===== config.mk =====
export PLATFORM = sky130hd
export DESIGN_NAME = npu_axil_csr
export DESIGN_NICKNAME = d
export VERILOG_FILES = /design/src/rtl/npu_pkg.sv /design/src/rtl/npu_axil_csr.sv
export SDC_FILE = /design/constraint.sdc
export NUM_CORES = 1
export LEC_CHECK = 0
export BUFFER_PORTS_ARGS = -buffer_cell sky130_fd_sc_hd__buf_2
export CAP_MARGIN = 15
export CORE_MARGIN = 2
export CORE_UTILIZATION = 49
export CTS_CLUSTER_DIAMETER = 120
export DETAILED_ROUTE_END_ITERATION = 10
export PLACE_DENSITY_LB_ADDON = 0.15
export SLEW_MARGIN = 25
export SYNTH_ARGS = -nofsm -noshare
export SYNTH_HDL_FRONTEND = slang
export SYNTH_SLANG_ARGS = --single-unit

===== constraint.sdc =====
create_clock -name clk -period 2.2 [get_ports clk]
set_input_delay 0.22 -clock clk [delete_from_list [all_inputs] [get_ports clk]]
set_output_delay 0.22 -clock clk [all_outputs]
set_load 0.01 [all_outputs]

===== src/rtl/npu_pkg.sv =====
// Shared NPU definitions: CSR offsets, CTRL/STATUS bit indices, reset
// defaults for the tiny model configuration, AXI response codes and the
// write-channel state encoding used by npu_axil_csr.
package npu_pkg;

    localparam int NUM_CFG_REGS = 12;

    // Byte offsets inside the CSR window
    localparam logic [5:0] REG_CTRL           = 6'h00;
    localparam logic [5:0] REG_STATUS         = 6'h04;
    localparam logic [5:0] REG_CFG_BASE       = 6'h08;
    localparam logic [5:0] REG_MODEL_HIDDEN   = 6'h20;
    localparam logic [5:0] REG_MODEL_HEADS    = 6'h24;
    localparam logic [5:0] REG_MODEL_HEAD_DIM = 6'h28;
    localparam logic [5:0] REG_SEQ_LEN        = 6'h2C;

    localparam int CTRL_START      = 0;
    localparam int CTRL_SOFT_RESET = 1;

    localparam int STATUS_DONE  = 0;
    localparam int STATUS_BUSY  = 1;
    localparam int STATUS_ERROR = 2;

    localparam logic [31:0] TINY_HIDDEN   = 32'd64;
    localparam logic [31:0] TINY_HEADS    = 32'd4;
    localparam logic [31:0] TINY_HEAD_DIM = 32'd16;
    localparam logic [31:0] TINY_SEQ_LEN  = 32'd8;

    localparam logic [1:0] RESP_OKAY   = 2'b00;
    localparam logic [1:0] RESP_SLVERR = 2'b10;

    typedef enum logic [1:0] {
        W_IDLE,
        W_ADDR_HELD,
        W_DATA_HELD,
        W_RESP
    } wr_state_t;

    // Reset value of the config register living at the given byte offset
    function automatic logic [31:0] cfg_reset_val(input logic [5:0] offset);
        case (offset)
            REG_MODEL_HIDDEN:   return TINY_HIDDEN;
            REG_MODEL_HEADS:    return TINY_HEADS;
            REG_MODEL_HEAD_DIM: return TINY_HEAD_DIM;
            REG_SEQ_LEN:        return TINY_SEQ_LEN;
            default:            return '0;
        endcase
    endfunction

endpackage


===== src/rtl/npu_axil_csr.sv =====
// AXI4-Lite CSR responder for the NPU.
//   clk, rst_n          : clock, async active-low reset
//   s_axil_aw*/w*/b*    : write channels (one write outstanding)
//   s_axil_ar*/r*       : read channels (one read outstanding)
//   start_o             : one-cycle START pulse to the sequencer
//   soft_reset_o        : one-cycle soft-reset pulse
//   cfg_o               : packed config registers, index i at offset 0x08+4i
//   core_busy_i         : live busy level, shown in STATUS.busy
//   core_done_i/error_i : pulses that set the sticky STATUS bits
module npu_axil_csr
    import npu_pkg::*;
#(
    parameter int NUM_CFG = NUM_CFG_REGS
) (
    input  logic                    clk,
    input  logic                    rst_n,
    input  logic [31:0]             s_axil_awaddr,
    input  logic                    s_axil_awvalid,
    output logic                    s_axil_awready,
    input  logic [31:0]             s_axil_wdata,
    input  logic [3:0]              s_axil_wstrb,
    input  logic                    s_axil_wvalid,
    output logic                    s_axil_wready,
    output logic [1:0]              s_axil_bresp,
    output logic                    s_axil_bvalid,
    input  logic                    s_axil_bready,
    input  logic [31:0]             s_axil_araddr,
    input  logic                    s_axil_arvalid,
    output logic                    s_axil_arready,
    output logic [31:0]             s_axil_rdata,
    output logic [1:0]              s_axil_rresp,
    output logic                    s_axil_rvalid,
    input  logic                    s_axil_rready,
    output logic                    start_o,
    output logic                    soft_reset_o,
    output logic [NUM_CFG-1:0][31:0] cfg_o,
    input  logic                    core_busy_i,
    input  logic                    core_done_i,
    input  logic                    core_error_i
);

    localparam logic [3:0] LAST_WORD = 4'(NUM_CFG + 1);

    wr_state_t wr_state, wr_next;
    logic [31:0] aw_addr_q, w_data_q;
    logic [3:0]  w_strb_q;
    logic [NUM_CFG-1:0][31:0] cfg_q;
    logic done_q, err_q;

    logic aw_fire, w_fire, ar_fire, commit;
    logic [31:0] wr_addr, wr_data;
    logic [3:0]  wr_strb, wr_word, rd_word;
    logic wr_ok, rd_ok;
    logic ctrl_hit, do_srst, start_req, do_start, start_busy;
    logic [31:0] rd_data;
    logic [1:0]  rd_resp;
    logic unused_addr_lsbs;

    assign s_axil_awready = (wr_state == W_IDLE) || (wr_state == W_DATA_HELD);
    assign s_axil_wready  = (wr_state == W_IDLE) || (wr_state == W_ADDR_HELD);
    assign s_axil_bvalid  = (wr_state == W_RESP);
    assign s_axil_arready = !s_axil_rvalid;
    assign aw_fire = s_axil_awvalid && s_axil_awready;
    assign w_fire  = s_axil_wvalid && s_axil_wready;
    assign ar_fire = s_axil_arvalid && s_axil_arready;
    assign cfg_o   = cfg_q;

    // The commit edge is the edge that completes the second handshake, so
    // the write is visible (and bvalid/pulses are high) in the following
    // cycle. Bypass the holders with the live channel when it fires now.
    assign wr_addr = aw_fire ? s_axil_awaddr : aw_addr_q;
    assign wr_data = w_fire ? s_axil_wdata : w_data_q;
    assign wr_strb = w_fire ? s_axil_wstrb : w_strb_q;
    assign wr_word = wr_addr[5:2];
    assign wr_ok   = (wr_addr[31:6] == '0) && (wr_word <= LAST_WORD);
    assign rd_word = s_axil_araddr[5:2];
    assign rd_ok   = (s_axil_araddr[31:6] == '0) && (rd_word <= LAST_WORD);
    assign unused_addr_lsbs = ^{wr_addr[1:0], s_axil_araddr[1:0]};

    always_ff @(posedge clk or negedge rst_n) begin
        if (!rst_n) wr_state <= W_IDLE;
        else        wr_state <= wr_next;
    end

    always_comb begin
        wr_next = wr_state;
        commit  = 1'b0;
        case (wr_state)
            W_IDLE: begin
                if (aw_fire && w_fire) begin
                    wr_next = W_RESP;
                    commit  = 1'b1;
                end else if (aw_fire) begin
                    wr_next = W_ADDR_HELD;
                end else if (w_fire) begin
                    wr_next = W_DATA_HELD;
                end
            end
            W_ADDR_HELD: if (w_fire) begin
                wr_next = W_RESP;
                commit  = 1'b1;
            end
            W_DATA_HELD: if (aw_fire) begin
                wr_next = W_RESP;
                commit  = 1'b1;
            end
            W_RESP: if (s_axil_bready) wr_next = W_IDLE;
            default: wr_next = W_IDLE;
        endcase
    end

    always_ff @(posedge clk or negedge rst_n) begin
        if (!rst_n) begin
            aw_addr_q <= '0;
            w_data_q  <= '0;
            w_strb_q  <= '0;
        end else begin
            if (aw_fire) aw_addr_q <= s_axil_awaddr;
            if (w_fire) begin
                w_data_q <= s_axil_wdata;
                w_strb_q <= s_axil_wstrb;
            end
        end
    end

    // CTRL decode; soft reset takes precedence over START in the same write
    assign ctrl_hit   = commit && wr_ok && (wr_word == REG_CTRL[5:2]) && wr_strb[0];
    assign do_srst    = ctrl_hit && wr_data[CTRL_SOFT_RESET];
    assign start_req  = ctrl_hit && wr_data[CTRL_START] && !wr_data[CTRL_SOFT_RESET];
    assign do_start   = start_req && !core_busy_i;
    assign start_busy = start_req && core_busy_i;

    always_ff @(posedge clk or negedge rst_n) begin
        if (!rst_n) begin
            s_axil_bresp <= RESP_OKAY;
            start_o      <= 1'b0;
            soft_reset_o <= 1'b0;
            done_q       <= 1'b0;
            err_q        <= 1'b0;
        end else begin
            if (commit) s_axil_bresp <= wr_ok ? RESP_OKAY : RESP_SLVERR;
            start_o      <= do_start;
            soft_reset_o <= do_srst;
            // Sets take priority over clears
            if (core_done_i)                done_q <= 1'b1;
            else if (do_start || do_srst)   done_q <= 1'b0;
            if (core_error_i || start_busy) err_q <= 1'b1;
            else if (do_srst)               err_q <= 1'b0;
        end
    end

    always_ff @(posedge clk or negedge rst_n) begin
        if (!rst_n) begin
            for (int i = 0; i < NUM_CFG; i++)
                cfg_q[i] <= cfg_reset_val(6'(REG_CFG_BASE + 6'(4 * i)));
        end else if (commit && wr_ok) begin
            for (int i = 0; i < NUM_CFG; i++)
                if (wr_word == 4'(i + 2))
                    for (int b = 0; b < 4; b++)
                        if (wr_strb[b]) cfg_q[i][8*b +: 8] <= wr_data[8*b +: 8];
        end
    end

    // Read mux sees pre-commit register state, so a read accepted on the
    // commit edge returns the old value.
    always_comb begin
        rd_data = '0;
        rd_resp = RESP_OKAY;
        if (!rd_ok) begin
            rd_resp = RESP_SLVERR;
        end else if (rd_word == REG_STATUS[5:2]) begin
            rd_data[STATUS_DONE]  = done_q;
            rd_data[STATUS_BUSY]  = core_busy_i;
            rd_data[STATUS_ERROR] = err_q;
        end else begin
            for (int i = 0; i < NUM_CFG; i++)
                if (rd_word == 4'(i + 2)) rd_data = cfg_q[i];
        end
    end

    always_ff @(posedge clk or negedge rst_n) begin
        if (!rst_n) begin
            s_axil_rvalid <= 1'b0;
            s_axil_rdata  <= '0;
            s_axil_rresp  <= RESP_OKAY;
        end else if (ar_fire) begin
            s_axil_rvalid <= 1'b1;
            s_axil_rdata  <= rd_data;
            s_axil_rresp  <= rd_resp;
        end else if (s_axil_rready) begin
            s_axil_rvalid <= 1'b0;
        end
    end

endmodule


==> impl_metrics.csv <==
group,metric,value,unit
critical_path,endpoint_kind,"register",
die,die_w,223,um
clock_network,clk-insertion-delay-late,0.61,ns
synth,synth_top_family_by_area,"multiplexers",
drt,dr.pass1.iters,5,
synth,ys_top_cells_by_count,"dfrtp_1, mux2_2, nand2_1",
grt,grt_start_max_net_pins,61,
clock_network,clockBufferDepth,3,
die,die_h,223,um
final_layout,num_antenna_cells,0,
final_layout,final_area,32100,um2
synth,synth_area_leader_cell,"dfrtp_1",
synth,synth_compound_area_share,9.24,%
synth,synth_cell_types,77,
die,num_rows,80,
pwr,p_leak,17.2,nW
grt,antenna_found_initial,3,
placed_design,placed_cell_area,28700,um2
sta,fin_crit_sh,115,%
drt,vias,20200,
drt,ant_nets,0,
synth,synthCells,1867,
synth,synthMuxAreaShare,25.0,%
clock_network,cts_tree,"yes",
drt,first_iter_violations,2099,
critical_path,path_class,"register to register",
final_layout,drive_gt1_share,53.6,%
synth,synth_most_common_cell,"dfrtp_1",
drt,routed_wirelength,96900,um
final_layout,nNetsFinal,2694,
synth,yosysSeqAreaShare,52.3,%
synth,ys_seq_elements,491,
placed_design,dp_hpwl,68400,um
synth,synth_xor_area_share,0,%
synth,synth_area_per_cell,12.6,um2
drt,via_per_inst,6.25,
critical_path,cp_data_required_time,2.69,ns
sta,hold_ws,0.0466,ns
critical_path,critical_path_peak_fanout,7,
grt,grt_pass1_vias,20300,
placed_design,dp.cells,3052,
sta,setup_viol,389,
critical_path,cp.arrival,3.03,ns
final_layout,post-route-util,67.4,%
sta,rsz0062_at_grt,"yes",
final_layout,multi_input_area,11400,um2
clock_network,path_clk_slew,0.06,ns
sta,maxSlewHeadroom,56.7,%
pwr,vdd_drop_max,0.803,mV
worst_hold_path,hp-class,"primary input to register",
sta,worstMarginPinSlew,0.648,ns
status,violations,"setup timing",
synth,synth_top_area_share,51.9,%
grt,grt_pass1_wl,139000,um
status,outcome,"complete, but fails checks",
synth,async_flop_share,100,%
drt,wl_per_cell,30.0,um
sta,max_clock_freq,395,MHz
synth,syn_area,23500,um2
final_layout,final-seq-area,12300,um2
synth,ys.flop_type,"dfrtp_1",
synth,synth_warnings,0,
clock_network,h-tree-depth,2,
sta,fin_crit,2.53,ns
clock_network,cts_buffers,52,
pwr,fin_total_pwr,26.1,mW
final_layout,syn2layout_area_growth,36.5,%
clock_network,clockRootBuffer,"clkbuf_16",
run,drv_cap,0,
grt,grt.overflow.total,0,
placed_design,gp_congestion,0.931,
die,core,47500,um2
sta,hold_violations,0,
sta,slew_viol_final,0,
placed_design,io_buffers,530,
final_layout,layoutNonFillerInstCount,3234,
synth,synth_adder_area_share,0.266,%
sta,setup_ws,-0.333,ns
synth,synth-edff-count,0,
synth,synth.area.top_cells,"dfrtp_1, mux2_2, mux2i_1, nand2_1, nand4_4",
clock_network,clkSinkCount,491,
final_layout,n_fill_cell,3526,
critical_path,startpoint_type,"register",
synth,synth-simple-area-share,10.1,%
grt,grt_usage,38.3,%
pwr,power.density,815,nW/um2
die,die_area,49700,um2
die,io_pins,537,
sta,fin_skew,0.0140,ns
die,start_util,49.4,%
drt,drcViolationCount,0,
==> layout by cell type (no fill, tap or decap), types with 42 or more instances in the layout <==
cell type / count
nand4_4: 44
nor2_1: 42
dfrtp_1: 487
buf_2: 526
a21oi_1: 83
mux2_4: 119
o21ai_0: 76
buf_4: 115
mux2i_1: 50
mux2_2: 347
clkbuf_16: 54
nand2_1: 145
buf_12: 77
==> power by group <==
group | internal [mW] | switching [mW]
Clock | 4.99 | 3.75
Sequential | 9.67 | 0.307
Combinational | 2.60 | 4.81
==> per-layer routing <==
metal / track usage, % / share of wire [%] / vias up
met3: 9.85 / 9.9 / 287
li1: - / - / 8402
met2: 59.2 / 46 / 1208
met4: 17.0 / 4.9 / 6
met5: 0 / 0.043 / -
met1: 51.0 / 39 / 10300
==> final timing paths <==
path	start	endpoint	slack [ns]	cells after the start
max reg2reg	wr_state[1]	cfg_o[74]	-0.33	11
max	wr_state[1]	cfg_o[74]	-0.33	11
min in group asynchronous	rst_n	w_data_q[7]	0.17	2
max in group asynchronous	rst_n	cfg_o[46]	1.08	4
min reg2reg	s_axil_rdata[27]	s_axil_rdata[27]	0.48	2
min	s_axil_wdata[24]	w_data_q[24]	0.05	2
==> flip-flops by register name, indices dropped and copies added (netlist names) <==
signal,cells
s_axil_rvalid,1
w_strb_q,4
w_data_q,32
aw_addr_q,30
err_q,1
start_o,1
s_axil_bresp,1
soft_reset_o,1
s_axil_rdata,32
done_q,1
cfg_o,384
wr_state,2
s_axil_rresp,1
==> critical path: stages (launching register included) <==
cell     delay [ns]
dfrtp_1        0.39
buf_6          0.13
ha_4           0.16
o21ai_4        0.18
buf_6          0.12
nand4_1        0.13
o22ai_4        0.26
buf_12         0.20
buf_12         0.15
nand4_4        0.18
buf_12         0.21
mux2_4         0.29
==> stage by stage <==
stage	setup slack, ns	TNS (ns)
CTS	-0.303	-89.83
global route	-0.372	-123.03
floorplan	-0.0885	-17.79
finish	-0.333	-96.75
detailed placement	-0.418	-106.41
global placement	-0.411	-93.84
==> cell type report <==
class,instances,share of cell area [%]
tap,615,2.40
clock buffer,74,4.69
sequential,491,38.3
clock inverter,20,0.527
inverter,12,0.140
timing repair buffer,789,18.3
multi-input combinational,1233,35.6
==> cell families (layout without fill, tap and decap cells) <==
family	after synthesis	after routing
AO/OA/AOI/OAI	329	329
AND/OR/NAND/NOR	369	369
buffers and inverters	148	895
flip-flops	491	491
multiplexers	524	528
other	1	2
adder cells (fa/ha/maj)	5	5
==> timing repair <==
item                                    CTS  global route
setup buffers                            34            10
gates resized for setup                  73            74
hold buffers                             36             1
hold endpoints to repair                 79             1
gates cloned                              7             2
endpoints found under the setup margin  390           390
pin swaps                                16            18
No activity file was read; power rests on OpenSTA's default activity.
